## src/rtl/sprite_blit_scheduler_pkg.sv

```systemverilog
// rtl/sprite_blit_scheduler_pkg.sv - shared frame-buffer constants, sprite codes, pixel format and FSM states
package fb_pkg;

  localparam int FB_W = 320;
  localparam int FB_H = 480;

  typedef enum logic [4:0] {
    SHIP     = 5'd0,
    PAC_1    = 5'd1,
    ENEMY2_2 = 5'd10,
    BKG2     = 5'd15,
    BKG1     = 5'd31
  } sprite_code_e;

  // Byte stored in the frame buffer; the palette stage splits it at scan-out.
  typedef struct packed {
    logic [4:0] sel;
    logic [2:0] idx;
  } fb_pixel_t;

  // GRANT is the gnt cycle, RUN walks the raster, ACK is the final write slot.
  typedef enum logic [1:0] {
    ST_IDLE  = 2'd0,
    ST_GRANT = 2'd1,
    ST_RUN   = 2'd2,
    ST_ACK   = 2'd3
  } blit_state_e;

endpackage

```

## src/rtl/sprite_blit_scheduler_if.sv

```systemverilog
// rtl/sprite_blit_scheduler_if.sv - requester, sprite ROM and frame-buffer signals of the blit scheduler
interface sprite_blit_scheduler_if #(
  parameter int NREQ   = 4,
  parameter int SPR_W  = 16,
  parameter int SPR_H  = 16,
  parameter int ADDR_W = 18
);
  localparam int ROM_AW = 5 + $clog2(SPR_H) + $clog2(SPR_W);

  logic                  draw_en;
  logic [NREQ-1:0]       req;
  logic [NREQ-1:0][4:0]  req_sel;
  logic [NREQ-1:0][8:0]  req_x;
  logic [NREQ-1:0][8:0]  req_y;
  logic [NREQ-1:0]       gnt;
  logic [NREQ-1:0]       ack;
  logic                  busy;
  logic [ROM_AW-1:0]     rom_addr;
  logic [2:0]            rom_data;
  logic                  fb_we;
  logic [ADDR_W-1:0]     fb_addr;
  logic [7:0]            fb_wdata;

  // Scheduler side
  modport master (
    input  draw_en, req, req_sel, req_x, req_y, rom_data,
    output gnt, ack, busy, rom_addr, fb_we, fb_addr, fb_wdata
  );

  // Requesters, sprite ROM and frame buffer side
  modport slave (
    output draw_en, req, req_sel, req_x, req_y, rom_data,
    input  gnt, ack, busy, rom_addr, fb_we, fb_addr, fb_wdata
  );
endinterface

```

## src/rtl/sprite_blit_scheduler_rr_arbiter.sv

```systemverilog
// rtl/sprite_blit_scheduler_rr_arbiter.sv - combinational round-robin arbiter, search starts after i_ptr
module rr_arbiter #(
  parameter int NREQ = 4
) (
  input  logic [NREQ-1:0]         i_req,
  input  logic [$clog2(NREQ)-1:0] i_ptr,
  output logic [NREQ-1:0]         o_gnt,
  output logic                    o_valid
);

  // Two passes: first requesters above the pointer, then wrap to 0..ptr.
  always_comb begin
    o_gnt   = '0;
    o_valid = 1'b0;
    for (int i = 0; i < NREQ; i++) begin
      if (!o_valid && i_req[i] && (i > int'(i_ptr))) begin
        o_gnt[i] = 1'b1;
        o_valid  = 1'b1;
      end
    end
    for (int i = 0; i < NREQ; i++) begin
      if (!o_valid && i_req[i] && (i <= int'(i_ptr))) begin
        o_gnt[i] = 1'b1;
        o_valid  = 1'b1;
      end
    end
  end

endmodule

```

## src/rtl/sprite_blit_scheduler.sv

```systemverilog
// rtl/sprite_blit_scheduler.sv - round-robin sprite blitter sharing the frame-buffer write port
module sprite_blit_scheduler #(
  parameter int NREQ   = 4,
  parameter int SPR_W  = 16,
  parameter int SPR_H  = 16,
  parameter int FB_W   = fb_pkg::FB_W,
  parameter int FB_H   = fb_pkg::FB_H,
  parameter int ADDR_W = 18
) (
  input  logic                   axi_aclk,
  input  logic                   axi_aresetn,
  sprite_blit_scheduler_if.master bus
);
  import fb_pkg::*;

  localparam int CW    = $clog2(SPR_W);
  localparam int RW    = $clog2(SPR_H);
  localparam int KW    = CW + RW;
  localparam int PTR_W = $clog2(NREQ);

  blit_state_e       r_state;
  blit_state_e       w_next;
  logic [PTR_W-1:0]  r_ptr;
  logic [NREQ-1:0]   r_cur;
  logic [4:0]        r_sel;
  logic [8:0]        r_x;
  logic [8:0]        r_y;
  logic [KW-1:0]     r_k;
  logic              r_wv;
  logic [ADDR_W-1:0] r_waddr;

  logic [NREQ-1:0]   w_gnt;
  logic              w_valid;
  logic [PTR_W-1:0]  w_idx;
  logic              w_start;
  logic [CW-1:0]     w_col;
  logic [RW-1:0]     w_row;
  logic [9:0]        w_px;
  logic [9:0]        w_py;
  logic              w_inside;
  logic [ADDR_W-1:0] w_addr;
  fb_pixel_t         w_pix;

  rr_arbiter #(.NREQ(NREQ)) u_arb (
    .i_req   (bus.req),
    .i_ptr   (r_ptr),
    .o_gnt   (w_gnt),
    .o_valid (w_valid)
  );

  // One-hot winner to index, used for operand select and the new pointer.
  always_comb begin
    w_idx = '0;
    for (int i = 0; i < NREQ; i++) begin
      if (w_gnt[i]) w_idx = PTR_W'(i);
    end
  end

  // Raster position of the pixel being fetched, clip test and FB address (10-bit sums never wrap).
  always_comb begin
    w_start  = (r_state == ST_IDLE) && bus.draw_en && w_valid;
    w_col    = r_k[CW-1:0];
    w_row    = r_k[KW-1:CW];
    w_px     = 10'(r_x) + 10'(w_col);
    w_py     = 10'(r_y) + 10'(w_row);
    w_inside = (w_px < 10'(FB_W)) && (w_py < 10'(FB_H));
    w_addr   = ADDR_W'(w_py) * ADDR_W'(FB_W) + ADDR_W'(w_px);
  end

  // FSM state register.
  always_ff @(posedge axi_aclk or negedge axi_aresetn) begin
    if (!axi_aresetn) r_state <= ST_IDLE;
    else              r_state <= w_next;
  end

  // FSM next state: the last raster pixel moves RUN into the ack slot.
  always_comb begin
    w_next = r_state;
    case (r_state)
      ST_IDLE:  if (w_start) w_next = ST_GRANT;
      ST_GRANT: w_next = ST_RUN;
      ST_RUN:   if (r_k == {KW{1'b1}}) w_next = ST_ACK;
      ST_ACK:   w_next = ST_IDLE;
      default:  w_next = ST_IDLE;
    endcase
  end

  // Operand latch, pointer update, raster counter and one-stage write pipeline.
  always_ff @(posedge axi_aclk or negedge axi_aresetn) begin
    if (!axi_aresetn) begin
      r_ptr   <= PTR_W'(NREQ - 1);
      r_cur   <= '0;
      r_sel   <= '0;
      r_x     <= '0;
      r_y     <= '0;
      r_k     <= '0;
      r_wv    <= 1'b0;
      r_waddr <= '0;
    end else begin
      if (w_start) begin
        r_cur <= w_gnt;
        r_ptr <= w_idx;
        r_sel <= bus.req_sel[w_idx];
        r_x   <= bus.req_x[w_idx];
        r_y   <= bus.req_y[w_idx];
      end
      if (r_state == ST_GRANT)    r_k <= '0;
      else if (r_state == ST_RUN) r_k <= r_k + 1'b1;
      r_wv    <= (r_state == ST_RUN) && w_inside;
      r_waddr <= w_addr;
    end
  end

  // Outputs decoded from registered state; a zero palette index is transparent.
  always_comb begin
    w_pix.sel    = r_sel;
    w_pix.idx    = bus.rom_data;
    bus.gnt      = (r_state == ST_GRANT) ? r_cur : '0;
    bus.ack      = (r_state == ST_ACK) ? r_cur : '0;
    bus.busy     = (r_state != ST_IDLE);
    bus.rom_addr = {r_sel, r_k};
    bus.fb_we    = r_wv && (bus.rom_data != 3'd0);
    bus.fb_addr  = r_waddr;
    bus.fb_wdata = w_pix;
  end

endmodule
```

## src/flat_wrapper.sv

```systemverilog
// flat-port wrapper written by rule: the top's interface ports become plain ports
module sprite_blit_scheduler_flat import fb_pkg::*;
#(
  parameter int NREQ   = 4,
  parameter int SPR_W  = 16,
  parameter int SPR_H  = 16,
  parameter int FB_W   = fb_pkg::FB_W,
  parameter int FB_H   = fb_pkg::FB_H,
  parameter int ADDR_W = 18
)
  (axi_aclk, axi_aresetn, bus_draw_en, bus_req, bus_req_sel, bus_req_x, bus_req_y, bus_rom_data, bus_gnt, bus_ack, bus_busy, bus_rom_addr, bus_fb_we, bus_fb_addr, bus_fb_wdata);
  sprite_blit_scheduler_if #(.NREQ(NREQ), .SPR_W(SPR_W), .SPR_H(SPR_H), .ADDR_W(ADDR_W)) bus_i ();
  input  logic axi_aclk;
  input  logic axi_aresetn;
  input wire logic [$bits(bus_i.draw_en)-1:0] bus_draw_en;
  input wire logic [$bits(bus_i.req)-1:0] bus_req;
  input wire logic [$bits(bus_i.req_sel)-1:0] bus_req_sel;
  input wire logic [$bits(bus_i.req_x)-1:0] bus_req_x;
  input wire logic [$bits(bus_i.req_y)-1:0] bus_req_y;
  input wire logic [$bits(bus_i.rom_data)-1:0] bus_rom_data;
  output wire logic [$bits(bus_i.gnt)-1:0] bus_gnt;
  output wire logic [$bits(bus_i.ack)-1:0] bus_ack;
  output wire logic [$bits(bus_i.busy)-1:0] bus_busy;
  output wire logic [$bits(bus_i.rom_addr)-1:0] bus_rom_addr;
  output wire logic [$bits(bus_i.fb_we)-1:0] bus_fb_we;
  output wire logic [$bits(bus_i.fb_addr)-1:0] bus_fb_addr;
  output wire logic [$bits(bus_i.fb_wdata)-1:0] bus_fb_wdata;
  assign bus_i.draw_en = bus_draw_en;
  assign bus_i.req = bus_req;
  assign bus_i.req_sel = bus_req_sel;
  assign bus_i.req_x = bus_req_x;
  assign bus_i.req_y = bus_req_y;
  assign bus_i.rom_data = bus_rom_data;
  assign bus_gnt = bus_i.gnt;
  assign bus_ack = bus_i.ack;
  assign bus_busy = bus_i.busy;
  assign bus_rom_addr = bus_i.rom_addr;
  assign bus_fb_we = bus_i.fb_we;
  assign bus_fb_addr = bus_i.fb_addr;
  assign bus_fb_wdata = bus_i.fb_wdata;
  sprite_blit_scheduler #(.NREQ(NREQ), .SPR_W(SPR_W), .SPR_H(SPR_H), .FB_W(FB_W), .FB_H(FB_H), .ADDR_W(ADDR_W)) u_core (.axi_aclk(axi_aclk), .axi_aresetn(axi_aresetn), .bus(bus_i));
endmodule
```

## config.mk

```make
export PLATFORM = sky130hd
export DESIGN_NAME = sprite_blit_scheduler_flat
export DESIGN_NICKNAME = d
export VERILOG_FILES = /design/src/rtl/sprite_blit_scheduler_pkg.sv /design/src/rtl/sprite_blit_scheduler_if.sv /design/src/rtl/sprite_blit_scheduler_rr_arbiter.sv /design/src/rtl/sprite_blit_scheduler.sv /design/src/flat_wrapper.sv
export SDC_FILE = /design/constraint.sdc
export NUM_CORES = 1
export LEC_CHECK = 0
export CORE_AREA = 2 2 96 98
export CTS_CLUSTER_DIAMETER = 50
export CTS_CLUSTER_SIZE = 24
export DETAILED_ROUTE_END_ITERATION = 10
export DIE_AREA = 0 0 98 100
export DONT_BUFFER_PORTS = 1
export PLACE_DENSITY_LB_ADDON = 0.1
export SLEW_MARGIN = 40
export SYNTH_ARGS = -nofsm -noshare
export SYNTH_HDL_FRONTEND = slang
export SYNTH_SLANG_ARGS = --single-unit
export TNS_END_PERCENT = 5
```

## constraint.sdc

```tcl
create_clock -name axi_aclk -period 3.9 [get_ports axi_aclk]
set_input_delay 0.78 -clock axi_aclk [delete_from_list [all_inputs] [get_ports axi_aclk]]
set_output_delay 0.78 -clock axi_aclk [all_outputs]
set_load 0.005 [all_outputs]
```

==> out/metrics.yaml <==
synthesis:
  yosys-top-cells-count: "sky130_fd_sc_hd__a21oi_1, sky130_fd_sc_hd__nor2_1, sky130_fd_sc_hd__dfrtp_1"
  synth-warning-count: 0
  synth_top_area_cell: "sky130_fd_sc_hd__dfrtp_1"
  ys.flop_type: "sky130_fd_sc_hd__dfrtp_1"
  syn_area_per_cell_um2: 8.60
  post_synth_main_area_contributors: "sky130_fd_sc_hd__dfrtp_1, sky130_fd_sc_hd__ha_1, sky130_fd_sc_hd__a21oi_1"
  synth_most_common_cell: "sky130_fd_sc_hd__a21oi_1"
  async_flop_share_pct: 100
  synthesized_netlist_net_count: 638
  synth_area_um2: 4320
  yosysUniqueCellTypes: 56
  synth_edf_count: 0
  synth_cells: 502
  ys_seq_elements: 58
  share_of_the_synthesized_area_in_the_top_cell_type_pct: 32.5
  seq_total_area_yosys_pct: 33.7
placed_design:
  dp_slack_ns: 0.0331
  place.detailed.hpwl_um: 8010
  final_estimated_routing_congestion_in_global_placement: 0.836
  portBuffers: 0
cts:
  path_clk_slew_ns: 0.07
  cts_tree: "built"
  clk_path_buf_depth: 2
  clkLatencyLatePin_ns: 0.33
  cts_num_sinks: 58
  tritoncts_buffer_count: 9
  cts_hold_buf: 0
  cts.htree.levels: 3
  clock_tree.root_cell: "sky130_fd_sc_hd__clkbuf_8"
grt:
  grt_pass1_vias: 3515
  grt_antenna_before_repair: 0
  grt_start_max_net_pins: 59
  grt_pass1_wl_um: 17600
  globalRouteTotalUtil_pct: 22.1
  global_route.overflow_total: 0
sta:
  setup_ws_ns: 0.207
  ratio_of_final_minimum_period_to_clock_period_pct: 94.7
  slew-limit-headroom_pct: 53.6
  final-hold-violation-count: 0
  drv_slew: 0
  timing.setup.tns_ns: 0
  period_minus_slack_ns: 3.69
  fmax_mhz: 271
  clock_skew_ns: 0.0124
  tightest_slew_ns: 0.696
  grt_setup_unrepaired: "no"
  report.final.setup_viol: 0
pwr:
  seq_power_share_pct: 49.1
  power_switching_share_pct: 22.5
  peakVddDrop_uv: 133
  cell_internal_power_dissipation_mw: 0.950
  cellPowerDensity_nw_per_um2: 262
  power.net_switching_mw: 0.276
  power.share.combinational_pct: 6.3
  leak_pwr_nw: 2.08
  power_frac_clock_pct: 44.6
  power.total_mw: 1.23
route:
  first_iteration_detailed_routing_drc_count: 120
  avgRoutedWirePerCell_um: 17.6
  drt_pass1_iterations: 5
  detail-route-antenna-nets: 0
  detail_route.wirelength_um: 10600
  drc: 0
  via_per_inst: 5.93
  count_of_vias_placed_by_the_detailed_router: 3594
setup_path:
  path_max_fanout: 3
  worst_r2r_endpoint: "u_core.bus.fb_addr[17]"
  critical_path.endpoint_type: "register"
  worst_setup_path_startpoint: "u_core.r_k[5]"
  r2r-start: "u_core.r_k[5]"
  ff2ff_setup_slack_ns: 0.21
  worst-endpoint-arrival_ns: 3.90
  worstSetupStartpointType: "register"
  worst-endpoint-required_ns: 4.11
  crit_type: "register to register"
  reg2regPathDepth: 13
  critical_path.endpoint: "u_core.bus.fb_addr[17]"
run_status:
  status: "finished clean"
floorplan:
  die_width_um: 98
  floorplan.initialDensity_pct: 48.6
  fp.dieArea_um2: 9800
  rows: 35
  die_h_um: 100
  floorplan.core_area_um2: 8890
  ioPinCount: 151
final_layout:
  ff_latch_area_um2: 1450
  fillers: 846
  multi_input_comb_area_um2: 2680
  final_layout_size_suffix_gt1_share_pct: 10.7
  synthToLayoutAreaGrowth_pct: 8.23
  fin_nets: 626
  antenna-diode-count: 0
min_path:
  min_path_type: "primary input to async pin"
job:
  max_cap_violations: 0
==> worst max-delay path, stage by stage (launching register included) <==
cell and delay (ns):
sky130_fd_sc_hd__dfrtp_1 0.40, sky130_fd_sc_hd__ha_1 0.30, sky130_fd_sc_hd__a21o_1 0.16, sky130_fd_sc_hd__a21oi_1 0.22, sky130_fd_sc_hd__xnor2_1 0.22, sky130_fd_sc_hd__ha_1 0.29, sky130_fd_sc_hd__ha_1 0.25, sky130_fd_sc_hd__fa_2 0.38
sky130_fd_sc_hd__a211o_1 0.32, sky130_fd_sc_hd__a2111oi_2 0.31, sky130_fd_sc_hd__nor3_1 0.09, sky130_fd_sc_hd__maj3_2 0.32, sky130_fd_sc_hd__xnor2_1 0.14, sky130_fd_sc_hd__xnor2_1 0.15
==> stage by stage <==
stage / hold slack, ns / utilization [%] / cells / instance area [um2]
global placement: 0.477 / 48.9 / 584 / 4350
floorplan: 0.456 / - / 502 / 4320
detailed placement: 0.487 / 49.3 / 586 / 4390
global route: 0.110 / 52.6 / 606 / 4670
CTS: 0.118 / 51.5 / 602 / 4570
finish: 0.139 / 52.6 / 606 / 4670
==> sequential cells by signal (all words and copies together), names as in the netlist <==
| name | flops |
|---|---|
| u_core.bus.fb_addr | 18 |
| u_core.r_x | 9 |
| u_core.r_y | 9 |
| u_core.r_k | 8 |
| u_core.r_sel | 5 |
| u_core.r_cur | 4 |
| u_core.r_ptr | 2 |
| u_core.r_state | 2 |
| u_core.r_wv | 1 |
==> kinds of logic after synthesis <==
group,share of synthesized area (%)
buf+inv,6.49
xor+xnor,7.25
mux,1.01
simple gates,16.8
compound gates,23.9
flops,33.7
fa+ha+maj,10.8
==> timing repair <==
action / in CTS / in global routing
gates resized for setup: 0 / 10
endpoints found under the setup margin: 0 / 2
setup buffers: 0 / 4
==> placed cells by master (no fill, tap or decap), types with 3 or more instances in the layout <==
| cell | instances |
|---|---|
| sky130_fd_sc_hd__mux2_2 | 3 |
| sky130_fd_sc_hd__xnor2_1 | 19 |
| sky130_fd_sc_hd__a22oi_1 | 4 |
| sky130_fd_sc_hd__inv_1 | 27 |
| sky130_fd_sc_hd__nor2b_1 | 4 |
| sky130_fd_sc_hd__a31oi_1 | 3 |
| sky130_fd_sc_hd__nand3_1 | 30 |
| sky130_fd_sc_hd__ha_1 | 28 |
| sky130_fd_sc_hd__o21ai_0 | 32 |
| sky130_fd_sc_hd__o22ai_1 | 5 |
| sky130_fd_sc_hd__nand2_1 | 19 |
| sky130_fd_sc_hd__clkbuf_8 | 10 |
| sky130_fd_sc_hd__a311o_1 | 23 |
| sky130_fd_sc_hd__a21oi_1 | 63 |
| sky130_fd_sc_hd__and2_1 | 11 |
| sky130_fd_sc_hd__o21ai_1 | 3 |
| sky130_fd_sc_hd__nor3b_1 | 4 |
| sky130_fd_sc_hd__a21o_1 | 5 |
| sky130_fd_sc_hd__clkbuf_1 | 3 |
| sky130_fd_sc_hd__fa_1 | 3 |
| sky130_fd_sc_hd__nand4_1 | 4 |
| sky130_fd_sc_hd__nand2b_1 | 3 |
| sky130_fd_sc_hd__dfrtp_1 | 56 |
| sky130_fd_sc_hd__buf_4 | 10 |
| sky130_fd_sc_hd__xor2_1 | 9 |
| sky130_fd_sc_hd__nor3_1 | 4 |
| sky130_fd_sc_hd__nor2_1 | 60 |
==> power by group through the flow <==
stage	combinational (mW)	sequential (mW)	clock [mW]
2_1_floorplan	0.0658	0.613	0
3_3_place_gp	0.0727	0.613	0
3_5_place_dp	0.0766	0.613	0
4_1_cts	0.0771	0.602	0.561
5_1_grt	0.0860	0.601	0.578
6_report	0.0770	0.602	0.547
==> worst min-delay path by stage <==
| stage | from | cells past startpoint | slack [ns] | end |
|---|---|---|---|---|
| CTS | axi_aresetn | 0 | 0.12 | u_core.bus.fb_addr[2] |
| global route | axi_aresetn | 0 | 0.11 | u_core.bus.fb_addr[3] |
| detailed placement | axi_aresetn | 0 | 0.49 | u_core.r_k[2] |
| floorplan | u_core.r_cur[0] | 2 | 0.46 | u_core.r_cur[0] |
| finish | axi_aresetn | 0 | 0.14 | u_core.bus.fb_addr[2] |
| global placement | u_core.r_cur[2] | 2 | 0.48 | u_core.r_cur[2] |
==> metal layers <==
metal / up-vias / global-route usage, % / share of wire [%]
met5: - / 0 / 0
li1: 1762 / - / -
met4: 0 / 6.30 / 0.45
met1: 1695 / 30.0 / 45
met3: 4 / 4.67 / 7.1
met2: 133 / 36.1 / 48
==> area by class of cell <==
cell class	instances	area share, %
Multi-Input combinational cell	380	57.3
Sequential cell	58	31.1
Clock buffer	13	3.19
Tap cell	111	2.97
Inverter	29	2.33
Timing Repair Buffer	12	2.25
Clock inverter	3	0.857
Power figures use the tool's default switching activity.
